### config.mk
export PLATFORM = sky130hd
export DESIGN_NAME = apb_slave_regfile_flat
export DESIGN_NICKNAME = d
export VERILOG_FILES = /design/src/rtl/apb_slave_regfile_if.sv /design/src/rtl/apb_slave_regfile.sv /design/src/flat_wrapper.sv
export SDC_FILE = /design/constraint.sdc
export NUM_CORES = 1
export LEC_CHECK = 0
export ABC_AREA = 1
export ABC_CLOCK_PERIOD_IN_PS = 19500
export CAP_MARGIN = 10
export CORE_UTILIZATION = 55
export DETAILED_ROUTE_END_ITERATION = 6
export PLACE_DENSITY_LB_ADDON = 0.15
export SYNTH_ARGS = -nofsm -noshare
export SYNTH_HDL_FRONTEND = slang
export SYNTH_SLANG_ARGS = --single-unit
### constraint.sdc
create_clock -name pclk -period 19.5 [get_ports pclk]
set_clock_uncertainty 0.1 [all_clocks]
set_input_delay 3.9 -clock pclk [delete_from_list [all_inputs] [get_ports pclk]]
set_output_delay 3.9 -clock pclk [all_outputs]
set_load 0.01 [all_outputs]
### src/rtl/apb_slave_regfile_if.sv
// apb_slave_regfile_if: APB3 bus signals between a master and the register-file completer.
interface apb_slave_regfile_if #(
   parameter int DATA_WIDTH = 32,
   parameter int ADDR_WIDTH = 32
);
   logic                  psel;
   logic                  penable;
   logic                  pwrite;
   logic [ADDR_WIDTH-1:0] paddr;
   logic [DATA_WIDTH-1:0] pwdata;
   logic                  pready;
   logic                  pslverr;
   logic [DATA_WIDTH-1:0] prdata;
   modport master (output psel, penable, pwrite, paddr, pwdata, input pready, pslverr, prdata);
   modport slave  (input psel, penable, pwrite, paddr, pwdata, output pready, pslverr, prdata);
endinterface

### src/rtl/apb_slave_regfile.sv
// apb_slave_regfile: APB3 completer with a read-only ID register at index 0,
// read/write registers above it, and a fixed number of wait states per access.
module apb_slave_regfile #(
   parameter int                    DATA_WIDTH  = 32,
   parameter int                    ADDR_WIDTH  = 32,
   parameter int                    NUM_REGS    = 16,
   parameter int                    WAIT_CYCLES = 2,
   parameter logic [DATA_WIDTH-1:0] ID_VALUE    = 32'hA5B3_0001
) (
   input logic               pclk,
   input logic               preset,
   apb_slave_regfile_if.slave apb
);
   localparam int RW = $clog2(NUM_REGS);
   typedef enum logic {IDLE, ACCESS} state_t;
   state_t                state, state_nx;
   logic [3:0]            cnt, cnt_nx;
   logic [DATA_WIDTH-1:0] regs [NUM_REGS];
   logic [ADDR_WIDTH-3:0] idx;
   logic [RW-1:0]         ridx;
   logic                  done, err;
   assign idx  = apb.paddr[ADDR_WIDTH-1:2];
   assign ridx = idx[RW-1:0];
   assign done = state == ACCESS && apb.psel && apb.penable && cnt == 4'd0;
   assign err  = apb.paddr[1:0] != 2'b00 || idx >= (ADDR_WIDTH-2)'(NUM_REGS) || (apb.pwrite && idx == '0);
   assign apb.pready  = done;
   assign apb.pslverr = done && err;
   assign apb.prdata  = (done && !err && !apb.pwrite) ? (idx == '0 ? ID_VALUE : regs[ridx]) : '0;
   always_comb begin
      state_nx = state;
      cnt_nx   = cnt;
      if (state == IDLE) begin
         state_nx = (apb.psel && !apb.penable) ? ACCESS : IDLE;
         cnt_nx   = (apb.psel && !apb.penable) ? 4'(WAIT_CYCLES) : cnt;
      end else if (!apb.psel || done) state_nx = IDLE;
      else if (apb.penable) cnt_nx = cnt - 4'd1;
   end
   always_ff @(posedge pclk or posedge preset)
      if (preset) begin
         state <= IDLE;
         cnt   <= 4'd0;
      end else begin
         state <= state_nx;
         cnt   <= cnt_nx;
      end
   // Index 0 storage is never written; reads of it are replaced by ID_VALUE.
   always_ff @(posedge pclk or posedge preset)
      if (preset) for (int i = 0; i < NUM_REGS; i++) regs[i] <= '0;
      else if (done && apb.pwrite && !err) regs[ridx] <= apb.pwdata;
endmodule
### src/flat_wrapper.sv
// flat-port wrapper written by rule: the top's interface ports become plain ports
module apb_slave_regfile_flat 
#(
   parameter int                    DATA_WIDTH  = 32,
   parameter int                    ADDR_WIDTH  = 32,
   parameter int                    NUM_REGS    = 16,
   parameter int                    WAIT_CYCLES = 2,
   parameter logic [DATA_WIDTH-1:0] ID_VALUE    = 32'hA5B3_0001
)
  (pclk, preset, apb_psel, apb_penable, apb_pwrite, apb_paddr, apb_pwdata, apb_pready, apb_pslverr, apb_prdata);
  apb_slave_regfile_if #(.DATA_WIDTH(DATA_WIDTH), .ADDR_WIDTH(ADDR_WIDTH)) apb_i ();
  input logic pclk;
  input logic preset;
  input wire logic [$bits(apb_i.psel)-1:0] apb_psel;
  input wire logic [$bits(apb_i.penable)-1:0] apb_penable;
  input wire logic [$bits(apb_i.pwrite)-1:0] apb_pwrite;
  input wire logic [$bits(apb_i.paddr)-1:0] apb_paddr;
  input wire logic [$bits(apb_i.pwdata)-1:0] apb_pwdata;
  output wire logic [$bits(apb_i.pready)-1:0] apb_pready;
  output wire logic [$bits(apb_i.pslverr)-1:0] apb_pslverr;
  output wire logic [$bits(apb_i.prdata)-1:0] apb_prdata;
  assign apb_i.psel = apb_psel;
  assign apb_i.penable = apb_penable;
  assign apb_i.pwrite = apb_pwrite;
  assign apb_i.paddr = apb_paddr;
  assign apb_i.pwdata = apb_pwdata;
  assign apb_pready = apb_i.pready;
  assign apb_pslverr = apb_i.pslverr;
  assign apb_prdata = apb_i.prdata;
  apb_slave_regfile #(.DATA_WIDTH(DATA_WIDTH), .ADDR_WIDTH(ADDR_WIDTH), .NUM_REGS(NUM_REGS), .WAIT_CYCLES(WAIT_CYCLES), .ID_VALUE(ID_VALUE)) u_core (.pclk(pclk), .preset(preset), .apb(apb_i));
endmodule
==> Word level (Yosys, flattened, before mapping) <==
Index checks and enable logic that the tools add are counted.
{ "totals": {"regBits": 517} }
{ "op_classes": {"muxes": 15, "n_eq_ne": 2, "n_reduce_logical": 23, "n_lt_le_gt_ge": 3, "n_addsub": 1, "bitwise": 1} }
{ "op_table": {"columns": ["op", "n"], "rows": [
  ["$bwmux W512", 1],
  ["$mux W32", 5],
  ["$bmux W32 S4", 1],
  ["$demux W32 S4", 1],
  ["$ge A30 B5 Y1 const B", 1],
  ["$logic_not A30 Y1", 1],
  ["$mux W4", 4],
  ["$logic_and A1 B1 Y1", 11],
  ["$ge A5 B5 Y1 const B", 1],
  ["$lt A5 B1 Y1 const B", 1],
  ["$not A4 Y5", 1],
  ["$logic_not A1 Y1", 4],
  ["$logic_not A4 Y1", 1],
  ["$ne A2 B2 Y1 const B", 2],
  ["$reduce_bool A2 Y1", 2],
  ["$sub A4 B1 Y4 const B", 1],
  ["$logic_or A1 B1 Y1", 3],
  ["$mux W1", 3],
  ["$reduce_and A3 Y1", 1]
]} }

==> Logic depth before layout (Yosys ltp) <==
{ "logic_depth": {"depth_word": 7, "ltp_mapped": 12, "mapped_depth_nobuf": 10} }

==> Worst setup path before layout <==
OpenSTA, ideal clock, no wires.
{ "synth_timing": {"path_kind": "input to output", "from": "input port apb_paddr[3]", "to": "output port apb_prdata[0]", "arrival_time_ns": 5.198, "path_slack_ns": 10.302, "required_ns": 15.500, "cell_stages": 11, "n_path_buf": 3, "cell_sequence": "buf_2 -> inv_4 -> nand2_2 -> nor2_1 -> nand2_1 -> nand2_1 -> nor2_2 -> buf_6 -> buf_4 -> nand3_2 -> a21oi_1"} }
{ "synth_between": {"elab_chain_cells": 7, "word_cells_on_any_way": 14, "classes_between": "order compare: 1; mux: 5; bitwise: 1; reduce/logical: 7"} }
{ "synth_rtl": {"columns": ["element", "line_no", "rtl"], "rows": [
  ["from (decl)", "flat_wrapper.sv:17", "input wire logic [$bits(apb_i.paddr)-1:0] apb_paddr;"],
  ["$ge A30 B5 Y1 / $logic_not A30 Y1 (equally long branches)", "apb_slave_regfile.sv:25, apb_slave_regfile.sv:28", null],
  ["$logic_or A1 B1 Y1 / $logic_and A1 B1 Y1 (equally long branches)", "apb_slave_regfile.sv:25", "assign err = apb.paddr[1:0] != 2'b00 || idx >= (ADDR_WIDTH-2)'(NUM_REGS) || (apb.pwrite && idx == '0);"],
  ["$logic_or A1 B1 Y1", "apb_slave_regfile.sv:25", null],
  ["$logic_not A1 Y1", "apb_slave_regfile.sv:28", "assign apb.prdata = (done && !err && !apb.pwrite) ? (idx == '0 ? ID_VALUE : regs[ridx]) : '0;"],
  ["$logic_and A1 B1 Y1 (2 in a row)", "apb_slave_regfile.sv:28", null],
  ["$mux W32 (*)", "apb_slave_regfile.sv:28", null],
  ["to (decl)", "flat_wrapper.sv:21", "output wire logic [$bits(apb_i.prdata)-1:0] apb_prdata;"]
]} }
Mark *: on every way between the ends. The rest lies on a longest branch, timed or not. The select of a mux whose other input is x is not followed.

==> Final worst setup path <==
{ "layout_timing": {"from": "input port apb_paddr[3]", "to": "output port apb_prdata[12]"} }
The elaborated chain is that of the path after synthesis.

==> reports/qor.txt <==
PLACED DESIGN
------------------------------------------------------------------------------------
Sum of net half-perimeters after detailed placement ...................      47.1 mm
Routability-driven placement congestion ratio .........................        0.859
Buffers on Ports ......................................................          102

CLOCK NETWORK
------------------------------------------------------------------------------------
Max Buffers Root-to-Sink ..............................................            3
Num CTS Buffers .......................................................           54
Sink count of the clock tree ..........................................          517
TritonCTS clock tree ..................................................        built
Clock-pin slew on the worst setup and hold paths ......................        60 ps
Depth of the CTS H-tree ...............................................            2
Post-CTS Hold Buffers .................................................            0
Post-CTS Setup Inserts ................................................            0
Insertion delay of the later-clocked pin in the worst-skew pair .......       620 ps
# resized after CTS ...................................................            0
CTS root buffer ....................................................... sky130_fd_sc_hd__clkbuf_16

SYNTHESIS
------------------------------------------------------------------------------------
Top-area cell type share of the netlist area ..........................        49.0%
Most common library cells after synthesis ............................. sky130_fd_sc_hd__nand2_1 (1,590), sky130_fd_sc_hd__dfrtp_1 (517), sky130_fd_sc_hd__nand4_1 (506)
Most common cell in the netlist ....................................... sky130_fd_sc_hd__nand2_1
Gate count after technology mapping ...................................        3,645
EDFF count, synth .....................................................            0
Most area-consuming cells after synthesis ............................. sky130_fd_sc_hd__dfrtp_1 (49%), sky130_fd_sc_hd__nand2_1 (23%), sky130_fd_sc_hd__nand4_1 (12%), sky130_fd_sc_hd__nor2_1 (6.5%), sky130_fd_sc_hd__clkbuf_1 (2.9%)
Syn_nets ..............................................................        3,715
Sequential area share after synthesis .................................        49.0%
Distinct cell type count of the synthesized netlist ...................           27
Post-synth top flop ................................................... sky130_fd_sc_hd__dfrtp_1
Average size of a mapped cell .........................................     7.24 um2
Area leader, netlist .................................................. sky130_fd_sc_hd__dfrtp_1
Yosys warning total ...................................................            0
Share of flip-flops with an asynchronous set or reset after synthesis .         100%
Post-synthesis instance area ..........................................   26,400 um2
#FFs+latches synth ....................................................          517

SETUP PATH
------------------------------------------------------------------------------------
Slowest stage cell on the critical path ............................... sky130_fd_sc_hd__buf_4
Worst Setup Start Kind ................................................    input pin
R2R setup slack .......................................................    14,460 ps
Delay-heaviest family, CP ............................................. buffers and inverters
Number of cells on the worst reg-to-reg path ..........................           11
Critical path, cell by cell ........................................... buf_4 > inv_4 > nand2_2 > buf_4 > nor2_1 > nand2_1 > nor2_1 > nand2_1 > nand4_1 > buf_4 > nor2_1 > clkdlybuf4s50_1
Buf/Inv on CP .........................................................            5
Setup Crit Path Kind ..................................................    in -> out
Worst EP arrival ......................................................      7800 ps
Element type at the critical path end .................................  output port
Maximum single-stage delay on the critical path .......................       690 ps
Reg-to-reg startpoint ................................................. u_core.cnt[1]$_DFFE_PP0P_
Capture instance of the worst register-to-register path ............... u_core.regs[216]$_DFFE_PP0P_
Required time of the worst setup path .................................    15,500 ps
Critical path peak fanout .............................................           62

STA
------------------------------------------------------------------------------------
Period Utilization, post-route ........................................        60.5%
Rel. slew slack .......................................................       -6.23%
Setup repair after global routing missed its margin ...................        false
Final Max Tran Viols ..................................................           95
Final setup viols .....................................................            0
Transition time of the tightest slew-check pin ........................      1590 ps
Sum of negative setup slack ...........................................         0 ps
Number of failing hold endpoints at the final stage ...................            0
Final worst path period need ..........................................    11,800 ps
Max Clock Freq ........................................................     84.7 MHz

FINISH
------------------------------------------------------------------------------------
Total number of nets in the final design ..............................        3,573
Share of the core filled with cells in the final layout ...............        62.3%
Relative area change from synthesis to final layout ...................        10.9%
Fraction of layout instances using a drive strength above 1 ...........        5.47%

PWR
------------------------------------------------------------------------------------
Total leakage power ...................................................    0.0158 uW
Total Power Consumption ...............................................      2370 uW
Power density of the placed cells .....................................  80.8 nW/um2
IR Drop Worst-Case VDD ................................................  0.0000686 V

DIE
------------------------------------------------------------------------------------
Core Rows .............................................................           79
Top Ports .............................................................          103
Die X-Extent ..........................................................       221 um
Starting Density ......................................................        56.2%
Die Y .................................................................       221 um
Total Die Area ........................................................   48,900 um2
Core box area .........................................................   47,000 um2

FLOW RUN
------------------------------------------------------------------------------------
Max Cap Viol ..........................................................            0

RUN STATUS
------------------------------------------------------------------------------------
Failing checks ........................................................ max-slew violations
Outcome ............................................................... complete, but fails checks

DETAILED ROUTING
------------------------------------------------------------------------------------
Remaining number of nets flagged by the antenna check after routing ...            0
Via-to-Cell Ratio .....................................................         6.22
Detailed router's first-iteration violation count .....................        3,962
Count of TritonRoute iterations in the first routing pass .............            6
Number of DRC violations after detailed routing .......................            0
WL/cell ...............................................................      22.6 um
Vias after detailed routing ...........................................       25,903
Aggregate routed wire length ..........................................      93.9 mm

HOLD PATH
------------------------------------------------------------------------------------
Start point of the worst min-delay path ............................... u_core.regs[510]$_DFFE_PP0P_
Worst min-delay path class ............................................   reg -> reg
Hold Path Sink ........................................................ u_core.regs[510]$_DFFE_PP0P_
Min-Delay Path Depth ..................................................            0

GLOBAL ROUTING
------------------------------------------------------------------------------------
Wire length of the first global-routing pass ..........................       145 mm
Number of antenna violations at the first check in global routing .....           10
Via count of the first global-routing pass ............................       24,505
Overall overflow remaining after global route .........................            0
Maximum number of pins on one net before global-route repair ..........          257
Total global routing track utilization ................................        38.4%

-- sequential cells by signal (all words and copies together), names as in the netlist --
signal / count
u_core.state: 1
u_core.regs: 512
u_core.cnt: 4
-- worst register-to-register path, stage by stage (launching register included) --
cell	delay, ps
sky130_fd_sc_hd__dfrtp_1	380
sky130_fd_sc_hd__inv_1	90
sky130_fd_sc_hd__ha_1	170
sky130_fd_sc_hd__nand3_1	130
sky130_fd_sc_hd__nor2_2	450
sky130_fd_sc_hd__inv_2	120
sky130_fd_sc_hd__nor2_4	100
sky130_fd_sc_hd__buf_4	690
sky130_fd_sc_hd__buf_4	940
sky130_fd_sc_hd__nand3_2	1300
sky130_fd_sc_hd__nand2_1	350
sky130_fd_sc_hd__nand2_1	90
-- layout make-up --
cell class / count / area (um2)
timing repair buffer: 158 / 1480
antenna: 11 / 27.5
fill: 4156 / 17700
clock buffer: 85 / 1650
tap: 607 / 759
inverter: 36 / 151
sequential: 517 / 12900
multi-input combinational: 2736 / 12000
clock inverter: 15 / 254
-- logic make-up after synthesis --
| kind of cell | after synthesis | synth area share, % |
|---|---|---|
| AO/OA/AOI/OAI | 139 | 2.66 |
| XOR/XNOR | 1 | 0.0332 |
| adder cells (fa/ha/maj) | 1 | 0.0474 |
| buffers and inverters | 392 | 6.24 |
| flip-flops | 517 | 49.0 |
| AND/OR/NAND/NOR | 2595 | 42.0 |
-- worst max-delay path by stage --
| stage | to | slack (ps) | from | cells past startpoint |
|---|---|---|---|---|
| 2_1_floorplan | u_core.cnt[0]$_DFFE_PP0P_ | 1060 | preset | 1 |
| 3_3_place_gp | apb_prdata[15] | 7820 | apb_paddr[2] | 11 |
| 3_5_place_dp | apb_prdata[12] | 7820 | apb_paddr[3] | 12 |
| 4_1_cts | apb_prdata[13] | 7810 | apb_paddr[3] | 12 |
| 5_1_grt | apb_prdata[15] | 7540 | apb_paddr[2] | 11 |
| 6_report | apb_prdata[12] | 7700 | apb_paddr[3] | 12 |
-- where the power goes --
| part | leakage (uW) | internal [uW] | total [uW] | switching (uW) |
|---|---|---|---|---|
| sequential | 0.00722 | 1070 | 1070 | 0.779 |
| clock | 0.000940 | 670 | 1120 | 445 |
| combinational | 0.00768 | 39.9 | 176 | 136 |
| total | 0.0158 | 1780 | 2370 | 582 |
-- cells in the final DEF (no fill, tap or decap), types with 2 or more instances in the layout --
cell,Yosys,layout
sky130_fd_sc_hd__inv_1,26,25
sky130_fd_sc_hd__bufinv_16,0,7
sky130_fd_sc_hd__clkdlybuf4s50_1,0,100
sky130_fd_sc_hd__o21ai_1,120,120
sky130_fd_sc_hd__nor2_4,1,19
sky130_fd_sc_hd__diode_2,0,11
sky130_fd_sc_hd__inv_2,8,7
sky130_fd_sc_hd__and2_1,2,2
sky130_fd_sc_hd__nand3_2,2,16
sky130_fd_sc_hd__clkbuf_1,204,14
sky130_fd_sc_hd__dfrtp_1,517,517
sky130_fd_sc_hd__nor2_1,459,442
sky130_fd_sc_hd__o21ai_0,7,7
sky130_fd_sc_hd__a21oi_1,10,10
sky130_fd_sc_hd__clkinv_2,1,8
sky130_fd_sc_hd__buf_4,2,54
sky130_fd_sc_hd__clkbuf_16,0,55
sky130_fd_sc_hd__inv_6,0,2
sky130_fd_sc_hd__clkbuf_8,0,16
sky130_fd_sc_hd__buf_12,0,3
sky130_fd_sc_hd__nor2_2,3,2
sky130_fd_sc_hd__nor3_1,2,2
sky130_fd_sc_hd__nand4_1,506,506
sky130_fd_sc_hd__nand3_1,29,15
sky130_fd_sc_hd__nand2_2,1,2
sky130_fd_sc_hd__nand2_1,1590,1589
-- per-layer routing --
layer	routed length (um)	track usage (%)	vias up	share of wire, %
met1	36700	52.8	12345	39
met4	4480	19.5	0	4.8
met5	0	0	-	0
li1	-	-	11571	-
met3	11100	7.25	297	12
met2	41700	58.3	1690	44
-- stage by stage --
stage | area [um2] | setup slack, ps | cells | hold WS, ps
global route | 29300 | 7540 | 4164 | 283
detailed placement | 27300 | 7820 | 4054 | 266
CTS | 29200 | 7810 | 4154 | 280
global placement | 27300 | 7820 | 4054 | 266
floorplan | 26400 | 1060 | 3645 | 329
finish | 29300 | 7700 | 4165 | 278
Note: power is estimated with default switching activity, not from simulation.
